[config.mk]
export PLATFORM = sky130hd
export DESIGN_NAME = ps2_keyboard_receiver
export DESIGN_NICKNAME = d
export VERILOG_FILES = /design/src/rtl/ps2_pkg.sv /design/src/rtl/ps2_input_filter.sv /design/src/rtl/ps2_keyboard_receiver.sv
export SDC_FILE = /design/constraint.sdc
export NUM_CORES = 1
export LEC_CHECK = 0
export ABC_AREA = 1
export CAP_MARGIN = 20
export CORE_MARGIN = 1.5
export CORE_UTILIZATION = 55
export DETAILED_ROUTE_END_ITERATION = 10
export GPL_ROUTABILITY_DRIVEN = 0
export PLACE_DENSITY = 0.74
export SLEW_MARGIN = 20
export SYNTH_ARGS = -nofsm -noshare
export SYNTH_HDL_FRONTEND = slang
export SYNTH_SLANG_ARGS = --single-unit
[constraint.sdc]
create_clock -name clk -period 2.1 [get_ports clk]
set_input_delay 0.63 -clock clk [delete_from_list [all_inputs] [get_ports clk]]
set_output_delay 0.63 -clock clk [all_outputs]
set_load 0.02 [all_outputs]
[src/rtl/ps2_pkg.sv]
// Shared definitions for the PS/2 keyboard receiver: FSM encoding, protocol
// prefix bytes, game key scan codes and the frame validity check.
package ps2_pkg;

    typedef enum logic [1:0] {
        ST_IDLE,
        ST_DATA,
        ST_PARITY,
        ST_STOP
    } ps2_state_t;

    localparam logic [7:0] PS2_PREFIX_EXT = 8'hE0;
    localparam logic [7:0] PS2_PREFIX_BRK = 8'hF0;
    localparam logic [7:0] KEY_LEFT       = 8'h6B;
    localparam logic [7:0] KEY_RIGHT      = 8'h74;
    localparam logic [7:0] KEY_FIRE       = 8'h29;

    // A frame is good when the stop bit is 1 and data plus parity has odd weight.
    function automatic logic frame_ok(input logic [7:0] data,
                                      input logic       parity,
                                      input logic       stop);
        return stop & ((^data) ^ parity);
    endfunction

endpackage

[src/rtl/ps2_input_filter.sv]
// Input conditioning for the raw PS/2 lines: two-flop synchronizers on both
// lines, a glitch filter on the clock line and a falling-edge strobe.
module ps2_input_filter #(
    parameter int FILTER_LEN = 8
) (
    input  logic clk,
    input  logic rst,
    input  logic ps2_clk,
    input  logic ps2_data,
    output logic data_sync,
    output logic fall
);

    localparam int CW = $clog2(FILTER_LEN + 1);

    logic [1:0]    clk_sync_reg;
    logic [1:0]    data_sync_reg;
    logic          filt_reg;
    logic [CW-1:0] cnt_reg;
    logic          fall_reg;

    // Synchronize both lines; the filtered clock flips only after FILTER_LEN
    // consecutive samples disagree with it, and a 1->0 flip emits the strobe.
    always_ff @(posedge clk or negedge rst) begin
        if (!rst) begin
            clk_sync_reg  <= 2'b11;
            data_sync_reg <= 2'b11;
            filt_reg      <= 1'b1;
            cnt_reg       <= '0;
            fall_reg      <= 1'b0;
        end else begin
            clk_sync_reg  <= {clk_sync_reg[0], ps2_clk};
            data_sync_reg <= {data_sync_reg[0], ps2_data};
            fall_reg      <= 1'b0;
            if (clk_sync_reg[1] == filt_reg) begin
                cnt_reg <= '0;
            end else if (cnt_reg == CW'(FILTER_LEN - 1)) begin
                filt_reg <= clk_sync_reg[1];
                cnt_reg  <= '0;
                fall_reg <= filt_reg;
            end else begin
                cnt_reg <= cnt_reg + CW'(1);
            end
        end
    end

    assign data_sync = data_sync_reg[1];
    assign fall      = fall_reg;

endmodule

[src/rtl/ps2_keyboard_receiver.sv]
// PS/2 keyboard receiver: frames bytes from the conditioned PS/2 lines,
// tracks E0/F0 prefixes, emits scan-code events and held game key levels.
module ps2_keyboard_receiver
    import ps2_pkg::*;
#(
    parameter int FILTER_LEN     = 8,
    parameter int TIMEOUT_CYCLES = 100000
) (
    input  logic       clk,
    input  logic       rst,
    input  logic       ps2_clk,
    input  logic       ps2_data,
    output logic [7:0] scan_code,
    output logic       code_valid,
    output logic       is_break,
    output logic       is_extended,
    output logic       frame_error,
    output logic       key_left,
    output logic       key_right,
    output logic       key_fire
);

    localparam int WW = $clog2(TIMEOUT_CYCLES + 1);

    logic data_s;
    logic fall;

    ps2_state_t    state_reg, state_next;
    logic [2:0]    bit_cnt_reg, bit_cnt_next;
    logic [7:0]    data_reg, data_next;
    logic          parity_reg, parity_next;
    logic [WW-1:0] wdog_reg, wdog_next;
    logic          ext_reg, ext_next;
    logic          brk_reg, brk_next;
    logic [7:0]    scan_code_reg, scan_code_next;
    logic          is_break_reg, is_break_next;
    logic          is_extended_reg, is_extended_next;
    logic          code_valid_reg, code_valid_next;
    logic          frame_error_reg, frame_error_next;
    logic          key_left_reg, key_left_next;
    logic          key_right_reg, key_right_next;
    logic          key_fire_reg, key_fire_next;

    ps2_input_filter #(.FILTER_LEN(FILTER_LEN)) u_filter (
        .clk       (clk),
        .rst       (rst),
        .ps2_clk   (ps2_clk),
        .ps2_data  (ps2_data),
        .data_sync (data_s),
        .fall      (fall)
    );

    // State register for the frame FSM, prefix flags and all outputs.
    always_ff @(posedge clk or negedge rst) begin
        if (!rst) begin
            state_reg       <= ST_IDLE;
            bit_cnt_reg     <= '0;
            data_reg        <= '0;
            parity_reg      <= 1'b0;
            wdog_reg        <= '0;
            ext_reg         <= 1'b0;
            brk_reg         <= 1'b0;
            scan_code_reg   <= '0;
            is_break_reg    <= 1'b0;
            is_extended_reg <= 1'b0;
            code_valid_reg  <= 1'b0;
            frame_error_reg <= 1'b0;
            key_left_reg    <= 1'b0;
            key_right_reg   <= 1'b0;
            key_fire_reg    <= 1'b0;
        end else begin
            state_reg       <= state_next;
            bit_cnt_reg     <= bit_cnt_next;
            data_reg        <= data_next;
            parity_reg      <= parity_next;
            wdog_reg        <= wdog_next;
            ext_reg         <= ext_next;
            brk_reg         <= brk_next;
            scan_code_reg   <= scan_code_next;
            is_break_reg    <= is_break_next;
            is_extended_reg <= is_extended_next;
            code_valid_reg  <= code_valid_next;
            frame_error_reg <= frame_error_next;
            key_left_reg    <= key_left_next;
            key_right_reg   <= key_right_next;
            key_fire_reg    <= key_fire_next;
        end
    end

    // Next-state logic: bit framing on each fall strobe, byte decode on the
    // stop bit, and a watchdog that abandons a stalled partial frame.
    always_comb begin
        state_next       = state_reg;
        bit_cnt_next     = bit_cnt_reg;
        data_next        = data_reg;
        parity_next      = parity_reg;
        wdog_next        = wdog_reg;
        ext_next         = ext_reg;
        brk_next         = brk_reg;
        scan_code_next   = scan_code_reg;
        is_break_next    = is_break_reg;
        is_extended_next = is_extended_reg;
        code_valid_next  = 1'b0;
        frame_error_next = 1'b0;
        key_left_next    = key_left_reg;
        key_right_next   = key_right_reg;
        key_fire_next    = key_fire_reg;

        case (state_reg)
            ST_IDLE: begin
                wdog_next = '0;
                if (fall) begin
                    if (!data_s) begin
                        state_next   = ST_DATA;
                        bit_cnt_next = '0;
                    end else begin
                        frame_error_next = 1'b1;
                        ext_next         = 1'b0;
                        brk_next         = 1'b0;
                    end
                end
            end
            ST_DATA: begin
                if (fall) begin
                    data_next    = {data_s, data_reg[7:1]};
                    bit_cnt_next = bit_cnt_reg + 3'd1;
                    if (bit_cnt_reg == 3'd7) begin
                        state_next = ST_PARITY;
                    end
                end
            end
            ST_PARITY: begin
                if (fall) begin
                    parity_next = data_s;
                    state_next  = ST_STOP;
                end
            end
            ST_STOP: begin
                if (fall) begin
                    state_next = ST_IDLE;
                    if (frame_ok(data_reg, parity_reg, data_s)) begin
                        if (data_reg == PS2_PREFIX_EXT) begin
                            ext_next = 1'b1;
                        end else if (data_reg == PS2_PREFIX_BRK) begin
                            brk_next = 1'b1;
                        end else begin
                            scan_code_next   = data_reg;
                            is_break_next    = brk_reg;
                            is_extended_next = ext_reg;
                            code_valid_next  = 1'b1;
                            ext_next         = 1'b0;
                            brk_next         = 1'b0;
                            if (ext_reg) begin
                                if (data_reg == KEY_LEFT)  key_left_next  = !brk_reg;
                                if (data_reg == KEY_RIGHT) key_right_next = !brk_reg;
                            end else if (data_reg == KEY_FIRE) begin
                                key_fire_next = !brk_reg;
                            end
                        end
                    end else begin
                        frame_error_next = 1'b1;
                        ext_next         = 1'b0;
                        brk_next         = 1'b0;
                    end
                end
            end
            default: state_next = ST_IDLE;
        endcase

        // Watchdog only acts between strobes, so it never collides with a decode.
        if (state_reg != ST_IDLE) begin
            if (fall) begin
                wdog_next = '0;
            end else if (wdog_reg == WW'(TIMEOUT_CYCLES - 1)) begin
                wdog_next        = '0;
                state_next       = ST_IDLE;
                frame_error_next = 1'b1;
                ext_next         = 1'b0;
                brk_next         = 1'b0;
            end else begin
                wdog_next = wdog_reg + WW'(1);
            end
        end
    end

    assign scan_code   = scan_code_reg;
    assign code_valid  = code_valid_reg;
    assign is_break    = is_break_reg;
    assign is_extended = is_extended_reg;
    assign frame_error = frame_error_reg;
    assign key_left    = key_left_reg;
    assign key_right   = key_right_reg;
    assign key_fire    = key_fire_reg;

endmodule

After elaboration in Yosys (flattened, before gate mapping)
Index checks and enable logic that the tools add are counted.
W data, S select, Z words.
Storage, ports and cells
  input port bits: 4
  register bits after elaboration: 58
  logic and storage cells: 113
Cells by class
  add/sub/neg operators: 3
  muxes and demuxes: 55
  bitwise operators: 6
  reduce and logical (&&, ||, !) cells: 14
  equal/unequal tests: 15
Operators by type and width (number)
  $mux W17: 4
  $mux W1: 32
  $reduce_and A7 Y1: 3
  $mux W2: 9
  $add A17 B1 Y17 const B: 1
  $eq A17 B17 Y1 const B: 1
  $eq A8 B7 Y1 const B: 2
  $eq A8 B8 Y1 const B: 2
  $mux W3: 3
  $eq A8 B6 Y1 const B: 1
  $mux W4: 2
  $pmux W2 S4: 1
  $reduce_xor A8 Y1: 1
  $pmux W1 S2: 3
  $pmux W3 S2: 1
  $reduce_and A2 Y1: 3
  $reduce_bool A2 Y1: 3
  $reduce_and A5 Y1: 1
  $add A4 B1 Y4 const B: 1
  $eq A2 B2 Y1 const B: 2
  $eq A4 B3 Y1 const B: 1
  $ne A2 B1 Y1 const B: 2
  $not A1 Y1: 4
  $reduce_and A4 Y1: 1
  other kinds (9): 9

Longest topological paths before layout
Gate-level depths: netlist of the first run.
  word-level depth: 9
  gate-level depth with buffers: 13
  gate-level depth less buffers: 12

Modules after synthesis
A second synthesis of the first run with hierarchy kept.
Second synthesis, totals
  cells, all modules: 358
  area total of the unflattened synthesis: 3080.5 um^2
By module, submodules not included
  ps2_keyboard_receiver: instances 1, cells each 325, sequential area each 1201.2 um^2, area an instance 2717.6 um^2
  ps2_input_filter: instances 1, cells each 33, sequential area each 256.5 um^2, area an instance 362.8 um^2

Least setup slack after synthesis of the first run
Ideal clock, no wire load.
  path type: register -> register
  from: register data_reg[2]
  to: register scan_code_reg[2] (netlist: scan_code[2])
  cell stages (with the launch flop): 14
  arrival: 1496 ps
  period minus slack after synthesis: 1618 ps
  slack: 482 ps
  required time: 1978 ps
  cell sequence: dfrtp_1 inv_1 ha_1 inv_1 nand2_1 nand2_1 nand2_1 nand3_1 nand3_2 inv_2 nand2_2 buf_2 nand2_1 o21ai_1
Between the ends
  cells in the longest elaborated chain, start to end: 4
RTL lines
  start: declaration: RTL line ps2_keyboard_receiver.sv:30  | logic [7:0] data_reg, data_next;
  start signal: assignment: RTL line ps2_keyboard_receiver.sv:74  | data_reg <= data_next;
  $reduce_xor A8 Y1: RTL line ps2_pkg.sv:22  | return stop & ((^data) ^ parity);
  $xor A1 B1 Y1: RTL line ps2_pkg.sv:22
  $and A1 B1 Y1: RTL line ps2_pkg.sv:22
  $reduce_and A5 Y1 (no line)
  end signal: assignment: RTL line ps2_keyboard_receiver.sv:79  | scan_code_reg <= scan_code_next;
  end: declaration: RTL line ps2_keyboard_receiver.sv:35  | logic [7:0] scan_code_reg, scan_code_next;
Parallel ways exist; a longest one is shown, timed or not.
A chain may end at the register's enable or synchronous reset.

Final worst setup path of the first run
  from: register scan_code_reg[6] (netlist: scan_code[6])
  to: output scan_code[6]
RTL lines
  end: declaration: RTL line ps2_keyboard_receiver.sv:13  | output logic [7:0] scan_code,
No word-level cell between the ends.

==> results.md, run 1 <==
* CP cell instances: clkdlybuf4s50_1
* Top delay family on crit path: buffers and inverters
* Sw Share at between 20% and 30%
* Wirelength per Cell at roughly 12 um
* Filler cell count at roughly 450
* Number of flip-flops in the largest register at 17
* Slew Viols, Final at 0
* Global-route wire length before repair at around 9700 um
* Hold Crit Class: input pin to async pin
* Main synth FF type: dfrtp_1
* IO Pins at 19
* Combinational share of power at slightly below 6%
* Minimum clock period at 1.94 ns
* Chip Width at approximately 76 um
* Worst Slack Setup Final at roughly 0.16 ns
* Final hold viol count at 0
* Seq cells post-synth at 58
* Leak at around 1.5 nW
* Vias per cell at roughly 5
* Run status: completed
* Ratio of final minimum period to clock period at between 90% and 100%
* Share of cells above drive strength 1 at 11.3%
* Worst Path Max Fanout at 2
* Die area at 5840 um^2
* Area of the core at a little over 5000 um^2
* Worst slew pin tran at ~0.47 ns
* Max Cap Violations at 0
* Sw power at between 0.0005 and 0.0006 W
* # setup viols final at 0
* Slowest-stage cell, CP: clkdlybuf4s50_1
* Worst EP required at between 1 and 1.5 ns
* Routed Antenna Nets at 0
* Clock buffer count from CTS at 9
* Post-DP HPWL at approximately 3700 um
* Post-CTS setup buffer count at 0
* Post-layout nets at slightly below 400
* Final WL at roughly 5200 um
* Highest ir drop seen on vdd at between 0.0004 and 0.0005 V
* Sum Neg Setup Slack at 0 ns
* CP arrival at 1.31 ns
* Vias in the first global route at about 2,100
* First DRT Iteration DRCs at about 170
* Syn Inst Count at 343
* CTS H-tree depth at 3
* Largest net degree at the start of global routing at 59
* DRC violation count after routing at 0
* Max stage delay on crit path at 0.61 ns
* Cell Int Power at 0.00170 W
* Unrepaired setup endpoints after global routing: false
* Total Power at between 0.002 and 0.0025 W
* Die height at about 76 um
* Post-synth EDFFs at 0
* Syn nets at roughly 370
* DR vias at approximately 2,200
* Largest area contributor in the netlist: dfrtp_1
* Synthesized area at ~3000 um^2
* IO Port Bufs at 18
* R2r setup slk at about 0.32 ns
* CTS max path bufs at 2
* Pre-CTS WS at between 0.2 and 0.25 ns
* Setup Skew at 0.00804 ns
* Clk slew on worst S/H paths at ~0.060 ns
* Synth top area cells: dfrtp_1 45%, nand2_1 9.8%, ha_1 8.0%
* Initial antenna violation count at 0
* Tot GR Track Use at about a fifth
* Clock Sinks at 58
* Total grt overflow at 0
* Layout area overhead at 14.5%
* Clk pwr share at between 40 and 50%
* Utilization after layout at between 60 and 70%
* Diodes inserted at 0
* CP Capture Type: output pin
* Asr flop ratio synth at 100%
* Rel. slew slack at around 69%
* Achievable frequency at about 520 MHz
* Ys Warns at 0
* Count of cell types in the netlist at 34
* Post-synth top area share at about 45%
* Starting density of the core at 57.6%
* Critical path class: register to output pin
* TritonCTS clock tree: yes
* Worst-Skew Late Latency at ~0.33 ns
* Crit path buffers/inverters at 1
* PwrDens at roughly 660 nW/um^2
* FP Rows at 26
* Average size of a mapped cell at approximately 8.6 um^2
* DRT Pass-1 Iters at 4
* Worst Setup Start Kind: register
* Sequential area share after synthesis at between 40% and 50%
* Sequential share of power at around 54%
* Root Driver: clkbuf_8
==> metrics by stage <==
stage / area (um^2) / hold WS [ns] / std cells
5_1_grt: 3390 / 0.311 / 441
3_3_place_gp: 3220 / 0.346 / 426
3_5_place_dp: 3220 / 0.349 / 426
2_1_floorplan: 2960 / 0.334 / 343
4_1_cts: 3390 / 0.293 / 441
6_report: 3390 / 0.290 / 441
==> cells by family (layout without fill, tap and decap cells) <==
kind of cell | count (synthesis) | count (layout) | synth area share, %
and+or+nand+nor | 152 | 152 | 23.8
DFF | 58 | 58 | 49.2
AOI/OAI and AO/OA | 53 | 53 | 9.38
buffers and inverters | 52 | 80 | 6.88
adders and majority gates | 19 | 19 | 8.02
xor gates and xnor gates | 8 | 8 | 2.36
muxes | 1 | 1 | 0.338
==> power groups by stage <==
stage          clock, W  sequential, W  combinational (W)
3_5_place_dp          0        0.00123           0.000137
3_3_place_gp          0        0.00122           0.000132
4_1_cts        0.000923        0.00121           0.000137
6_report       0.000896        0.00121           0.000133
2_1_floorplan         0        0.00122          0.0000876
5_1_grt        0.000978        0.00121           0.000158
==> final cells by class <==
type | instances | area [um^2] | share of cell area [%]
clock buffers | 12 | 155 | 4.57
flip-flops and latches | 58 | 1460 | 43.0
multi-input cells | 233 | 1310 | 38.5
repair buffers | 19 | 195 | 5.75
clock inverters | 3 | 15.0 | 0.443
inverters | 46 | 175 | 5.16
well taps | 70 | 87.6 | 2.58
==> routing by layer <==
layer / share of wire, % / track usage, % / wire, um
met1: 51 / 29.0 / 2610
met2: 45 / 30.9 / 2320
met3: 2.3 / 4.31 / 119
met4: 2.1 / 11.5 / 108
met5: 0 / 0 / 0
==> cells in the final DEF (no fill, tap or decap) <==
master	instances
clkbuf_1	1
nor3_1	8
dfrtp_1	53
or2_4	1
nand2_2	4
a31oi_1	3
nor2_4	2
a21oi_1	12
clkdlybuf4s50_1	17
dfstp_2	5
nand3_1	18
ha_1	19
xor2_1	4
nand3_2	1
a32o_1	1
o21ai_1	13
buf_12	1
nand4_1	7
nor2_2	2
o22ai_1	1
and3_1	1
nor3_2	1
o21ai_0	22
clkbuf_8	11
nand3b_1	1
xnor2_1	4
nor4_2	1
mux2i_1	1
buf_2	1
a211oi_1	1
clkinv_2	3
nor3_4	1
nand2_1	77
inv_1	40
nand2_4	2
inv_4	1
nor2_1	25
inv_2	5
==> Yosys cell counts (7+ instances only) <==
library cell / instances
nor3_1: 8
ha_1: 19
inv_1: 40
nand4_1: 7
o21ai_0: 22
nand2_1: 77
nand3_1: 18
a21oi_1: 12
dfrtp_1: 53
nor2_1: 25
o21ai_1: 13
==> repair_timing <==
action                                  4_1_cts  5_1_grt
gates resized for setup                       0        1
hold endpoints to repair                      0        0
endpoints found under the setup margin        0       10
hold buffers                                  0        0
==> path summary, 6_finish.rpt <==
check | start | endpoint | cells past startpoint
min | rst | code_valid | 2
max | scan_code[6] | scan_code[6] | 1
max in group asynchronous | rst | u_filter.clk_sync_reg[1] | 2
max reg2reg | data_reg[3] | scan_code[0] | 12
min in group clk | u_filter.clk_sync_reg[0] | u_filter.clk_sync_reg[1] | 0
min reg2reg | u_filter.clk_sync_reg[0] | u_filter.clk_sync_reg[1] | 0
Note: power is estimated with default switching activity, not from simulation.
==> run 2, diff against run 1 <==
--- a/config.mk
+++ b/config.mk
@@ -12,7 +12,7 @@
 export DETAILED_ROUTE_END_ITERATION = 10
 export GPL_ROUTABILITY_DRIVEN = 0
 export PLACE_DENSITY = 0.74
-export SLEW_MARGIN = 20
+export SLEW_MARGIN = 10
 export SYNTH_ARGS = -nofsm -noshare
 export SYNTH_HDL_FRONTEND = slang
 export SYNTH_SLANG_ARGS = --single-unit
==> constraint.sdc (replaced) <==
create_clock -name clk -period 2.2 [get_ports clk]
set_input_delay 0.66 -clock clk [delete_from_list [all_inputs] [get_ports clk]]
set_output_delay 0.66 -clock clk [all_outputs]
set_load 0.02 [all_outputs]
==> results.md, run 2 (same netlist as run 1, synthesis figures left out) <==
* Run status: completed
* Hold Crit Class: input pin to async pin
* Critical path class: register to output pin
* Clock Sinks at 58 (unchanged)
* Cells on worst reg2reg path at 12 (unchanged)
* Worst Setup SP: scan_code[4]
* Post-CTS resize count at 0 (unchanged)
* Worst slew pin tran at 0.556 ns (+0.0899 ns)
* CP Capture Type: output pin
* TritonCTS clock tree: yes
* Minimum clock period at just under 2 ns
* Met3 usage at 4.31% (unchanged)
* Max stage delay on crit path at 0.61 ns (about the same)
* CP arrival at 1.31 ns (about the same)
* Max Cap Violations at 0 (unchanged)
* Leak at 1.56 nW (+1.2%)
* Clk slew on worst S/H paths at 0.07 ns (about the same)
* Global-route wire length before repair at 10,100 um (+4.1%)
* Setup Skew at 0.00694 ns (-0.00110 ns)
* Post-DP HPWL at 4090 um (+11%)
* Clock buffer count from CTS at 9 (unchanged)
* # setup viols final at 0 (unchanged)
* Ratio of final minimum period to clock period at 89.6%
* Final WL at 5640 um (+9.1%)
* Unrepaired setup endpoints after global routing: false
* Routed Antenna Nets at 0 (unchanged)
* Hold_buf cts at 0 (unchanged)
* Vias in the first global route at 2,347 (+10%)
* Hold WS at 0.310 ns (+0.0198 ns)
* DRT Pass-1 Iters at 5 (+1)
* Worst Setup Start Kind: register
* Chip Width at 76.4 um (unchanged)
* Met1 Track Usage GR at 27.7% (-1.2 points)
* Cell count along the critical path at 1 (unchanged)
* Filler cell count at 441 (-1.8%)
* Post-layout nets at 392 (+0.51%)
* Utilization after layout at 67.3% (+1.3 points)
* FP Rows at 26 (unchanged)
* Leading cell types in the layout, fill and taps excluded: 77 x nand2_1, 53 x dfrtp_1, 40 x inv_1
* Reg-to-reg startpoint: data_reg[2]
* Worst EP required at 1.54 ns (+0.07 ns)
* Highest ir drop seen on vdd at 0.000494 V (+14%)
* DR vias at 2,347 (+5.3%)
* Sum Neg Setup Slack at 0 ns (unchanged)
* Achievable frequency at 508 MHz
* Post-CTS setup buffer count at 0 (unchanged)
* IO Port Bufs at 18 (unchanged)
* PwrDens at 699 nW/um^2 (+6.0%)
* Top delay family on crit path: buffers and inverters
* IO Pins at 19 (unchanged)
* Global routing usage on met2 at 35.4% (+4.5 points)
* Rel. slew slack at 62.9% (-6.0 points)
* Crit path buffers/inverters at 1 (unchanged)
* Number of flip-flops in the largest register at 17 (unchanged)
* Starting density of the core at 57.6% (unchanged)
* Layout area overhead at 16.8%
* Slowest-stage cell, CP: clkdlybuf4s50_1
* Die area at 5840 um^2 (unchanged)
* Commonest non-fill, non-tap cell in the layout: nand2_1
* CTS max path bufs at 2 (unchanged)
* GR peak layer: met2
* DRC violation count after routing at 0 (unchanged)
* Final hold viol count at 0 (unchanged)
* Worst Path Max Fanout at 2 (unchanged)
* Die height at 76.4 um (unchanged)
* Share of cells above drive strength 1 at 12.0% (+0.71 points)
* Tot GR Track Use at 21.7% (+0.75 points)
* Worst-Skew Late Latency at 0.34 ns (about the same)
* Root Driver: clkbuf_8
* Wirelength per Cell at 12.7 um (+8.4%)
* CTS H-tree depth at 3 (unchanged)
* Slew Viols, Final at 0 (unchanged)
* Initial antenna violation count at 0 (unchanged)
* Vias per cell at 5.29 (+4.6%)
* Largest net degree at the start of global routing at 29 (-51%)
* Total grt overflow at 0 (unchanged)
* First DRT Iteration DRCs at 142 (-18%)
* Area of the core at 5140 um^2 (unchanged)
* Diodes inserted at 0 (unchanged)
* CP cell instances: clkdlybuf4s50_1
## run 2: worst paths after layout
check,to,slack [ns]
max,scan_code[4],0.23
min,data_reg[6],0.31
max reg2reg,is_break,0.25
min reg2reg,u_filter.clk_sync_reg[1],0.36
max in group asynchronous,u_filter.clk_sync_reg[1],1.29
min in group clk,u_filter.clk_sync_reg[1],0.36
## run 2: routing by layer
layer	wire length, um	share of wire (%)
met2	2670	47
met1	2610	46
met3	229	4.1
met4	125	2.2
met5	0	0
## run 2: cell type report
type	instances	area, um^2	area share, %
Timing Repair Buffer	21	210	6.07
Tap cell	70	87.6	2.53
Inverter	46	175	5.06
Clock inverter	4	73.8	2.13
Sequential cell	58	1460	42.1
Multi-Input combinational cell	233	1300	37.6
Clock buffer	12	155	4.48
## run 2: power breakdown
group | internal [W] | switching [W]
Sequential | 0.00112 | 0.0000343
Clock | 0.000700 | 0.000435
Combinational | 0.0000523 | 0.0000795
## run 2: per-stage QoR
step | total power (W) | instance area [um^2] | setup slack (ns) | std cells
after CTS | 0.00244 | 3460 | 0.216 | 444
after floorplan | 0.00125 | 2960 | 0.582 | 343
after detailed placement | 0.00130 | 3230 | 0.322 | 428
after global placement | 0.00129 | 3230 | 0.388 | 428
final | 0.00242 | 3460 | 0.230 | 444
after global routing | 0.00251 | 3460 | 0.0884 | 444
==> run 3, diff against run 2 <==
--- a/config.mk
+++ b/config.mk
@@ -7,10 +7,11 @@
 export LEC_CHECK = 0
 export ABC_AREA = 1
 export CAP_MARGIN = 20
-export CORE_MARGIN = 1.5
+export CORE_MARGIN = 2
 export CORE_UTILIZATION = 55
 export DETAILED_ROUTE_END_ITERATION = 10
 export GPL_ROUTABILITY_DRIVEN = 0
+export GPL_TIMING_DRIVEN = 1
 export PLACE_DENSITY = 0.74
 export SLEW_MARGIN = 10
 export SYNTH_ARGS = -nofsm -noshare
==> results.md, run 3 (same netlist as run 1, synthesis figures left out) <==
* Leak at 1.54 nW (-1.4%)
* Total grt overflow at 0 (unchanged)
* Wirelength per Cell at 12.6 um (-0.40%)
* Ratio of final minimum period to clock period at 89.3% (-0.25 points)
* Rel. slew slack at 66.6% (+3.7 points)
* Worst Setup Start Kind: register
* CTS H-tree depth at 3 (unchanged)
* DRT Pass-1 Iters at 4 (-1)
* CP arrival at 1.30 ns (about the same)
* Worst-Skew Late Latency at 0.33 ns (about the same)
* Filler cell count at 451 (+2.3%)
* Root Driver: clkbuf_8
* Top delay family on crit path: buffers and inverters
* Starting density of the core at 57.6% (unchanged)
* Hold_buf cts at 0 (unchanged)
* RR Endpoint: scan_code[4]
* Multi-input logic area at 1300 um^2 (unchanged)
* Final hold viol count at 0 (unchanged)
* Placed instance area at 3220 um^2 (-0.23%)
* Chip Width at 77.4 um (+1.3%)
* Minimum clock period at 1.96 ns (-0.00546 ns)
* Cells on worst reg2reg path at 12 (unchanged)
* Worst slew pin tran at 0.501 ns (-0.0552 ns)
* FF+latch area at 1460 um^2 (unchanged)
* Clk slew on worst S/H paths at 0.07 ns (about the same)
* DR vias at 2,305 (-1.8%)
* Crit path capture: key_fire
* Unrepaired setup endpoints after global routing: false
* Cell count along the critical path at 1 (unchanged)
* Initial antenna violation count at 0 (unchanged)
* Area of the core at 5140 um^2 (unchanged)
* PwrDens at 663 nW/um^2 (-5.0%)
* Crit path buffers/inverters at 1 (unchanged)
* Max stage delay on crit path at 0.61 ns (about the same)
* IO Pins at 19 (unchanged)
* CTS max path bufs at 2 (unchanged)
* Post-CTS setup buffer count at 0 (unchanged)
* IO Port Bufs at 18 (unchanged)
* R2r setup slk at 0.33 ns (+0.08 ns)
* Share of cells above drive strength 1 at 11.3% (-0.77 points)
* DRC violation count after routing at 0 (unchanged)
* Reg-to-reg startpoint: data_reg[2]
* Global-route wire length before repair at 9930 um (-1.4%)
* Worst Path Max Fanout at 2 (unchanged)
* CP Capture Type: output pin
* Leading cell types in the layout, fill and taps excluded: 77 x nand2_1, 53 x dfrtp_1, 40 x inv_1
* Highest ir drop seen on vdd at 0.000529 V (+7.1%)
* Commonest non-fill, non-tap cell in the layout: nand2_1
* Post-layout nets at 391 (-0.26%)
* Number of flip-flops in the largest register at 17 (unchanged)
* Sum Neg Setup Slack at 0 ns (unchanged)
* FP Rows at 26 (unchanged)
* # setup viols final at 0 (unchanged)
* Hold Crit Class: input pin to async pin
* Max Cap Violations at 0 (unchanged)
* Vias in the first global route at 2,259 (-3.7%)
* Tot GR Track Use at 21.2% (-0.55 points)
* Die area at 5990 um^2 (+2.6%)
* Diodes inserted at 0 (unchanged)
* Worst EP required at 1.54 ns (about the same)
* Die height at 77.4 um (+1.3%)
* CP cell instances: clkdlybuf4s50_1
* Run status: completed
* Largest net degree at the start of global routing at 25 (-14%)
* TritonCTS clock tree: yes
* Post-CTS resize count at 0 (unchanged)
* Achievable frequency at 509 MHz (+0.28%)
* Cell area after layout at 3420 um^2 (-1.1%)
* Final WL at 5600 um (-0.62%)
* Layout area overhead at 15.5%
* Slew Viols, Final at 0 (unchanged)
* Vias per cell at 5.20 (-1.6%)
* First DRT Iteration DRCs at 122 (-14%)
* Clock Sinks at 58 (unchanged)
* Routed Antenna Nets at 0 (unchanged)
* Setup Skew at 0.00886 ns (+0.00192 ns)
* Critical path class: register to output pin
* Clock buffer count from CTS at 9 (unchanged)
* Post-DP HPWL at 4170 um (+1.9%)
* Worst Setup SP: key_fire
* Slowest-stage cell, CP: clkdlybuf4s50_1
## run 3: layer usage
layer,part of all wire [%],global-route usage [%]
met1,48,28.2
met2,47,33.2
met3,3.3,6.51
met4,1.7,6.96
met5,0,0
## run 3: report_power, final
part	internal (W)	total [W]	switching, W
Clock	0.000585	0.000986	0.000402
Sequential	0.00112	0.00115	0.0000339
Combinational	0.0000513	0.000133	0.0000814
## run 3: final cells by class
class / instances / area share (%)
inverters: 46 / 5.12
flip-flops and latches: 58 / 42.6
clock buffers: 14 / 4.75
multi-input cells: 233 / 38.0
repair buffers: 20 / 5.92
well taps: 70 / 2.56
clock inverters: 2 / 1.02
## run 3: how the worst min path moves through the flow
stage                         startpoint                   endpoint  cells after the start
2_1_floorplan   u_filter.clk_sync_reg[0]   u_filter.clk_sync_reg[1]                      0
3_3_place_gp   u_filter.data_sync_reg[0]  u_filter.data_sync_reg[1]                      0
3_5_place_dp    u_filter.clk_sync_reg[0]   u_filter.clk_sync_reg[1]                      0
4_1_cts                              rst               wdog_reg[11]                      1
5_1_grt                              rst               scan_code[4]                      1
6_report                             rst               wdog_reg[11]                      1
## run 3: metrics by stage
stage / hold slack, ns / utilization [%] / std cells / power [W] / worst slack [ns]
5_1_grt: 0.309 / 66.6 / 443 / 0.00236 / 0.0738
6_report: 0.287 / 66.6 / 443 / 0.00227 / 0.235
4_1_cts: 0.301 / 66.6 / 443 / 0.00228 / 0.220
2_1_floorplan: 0.345 / - / 343 / 0.00125 / 0.582
3_5_place_dp: 0.349 / 62.7 / 427 / 0.00130 / 0.328
3_3_place_gp: 0.346 / 62.7 / 427 / 0.00129 / 0.359
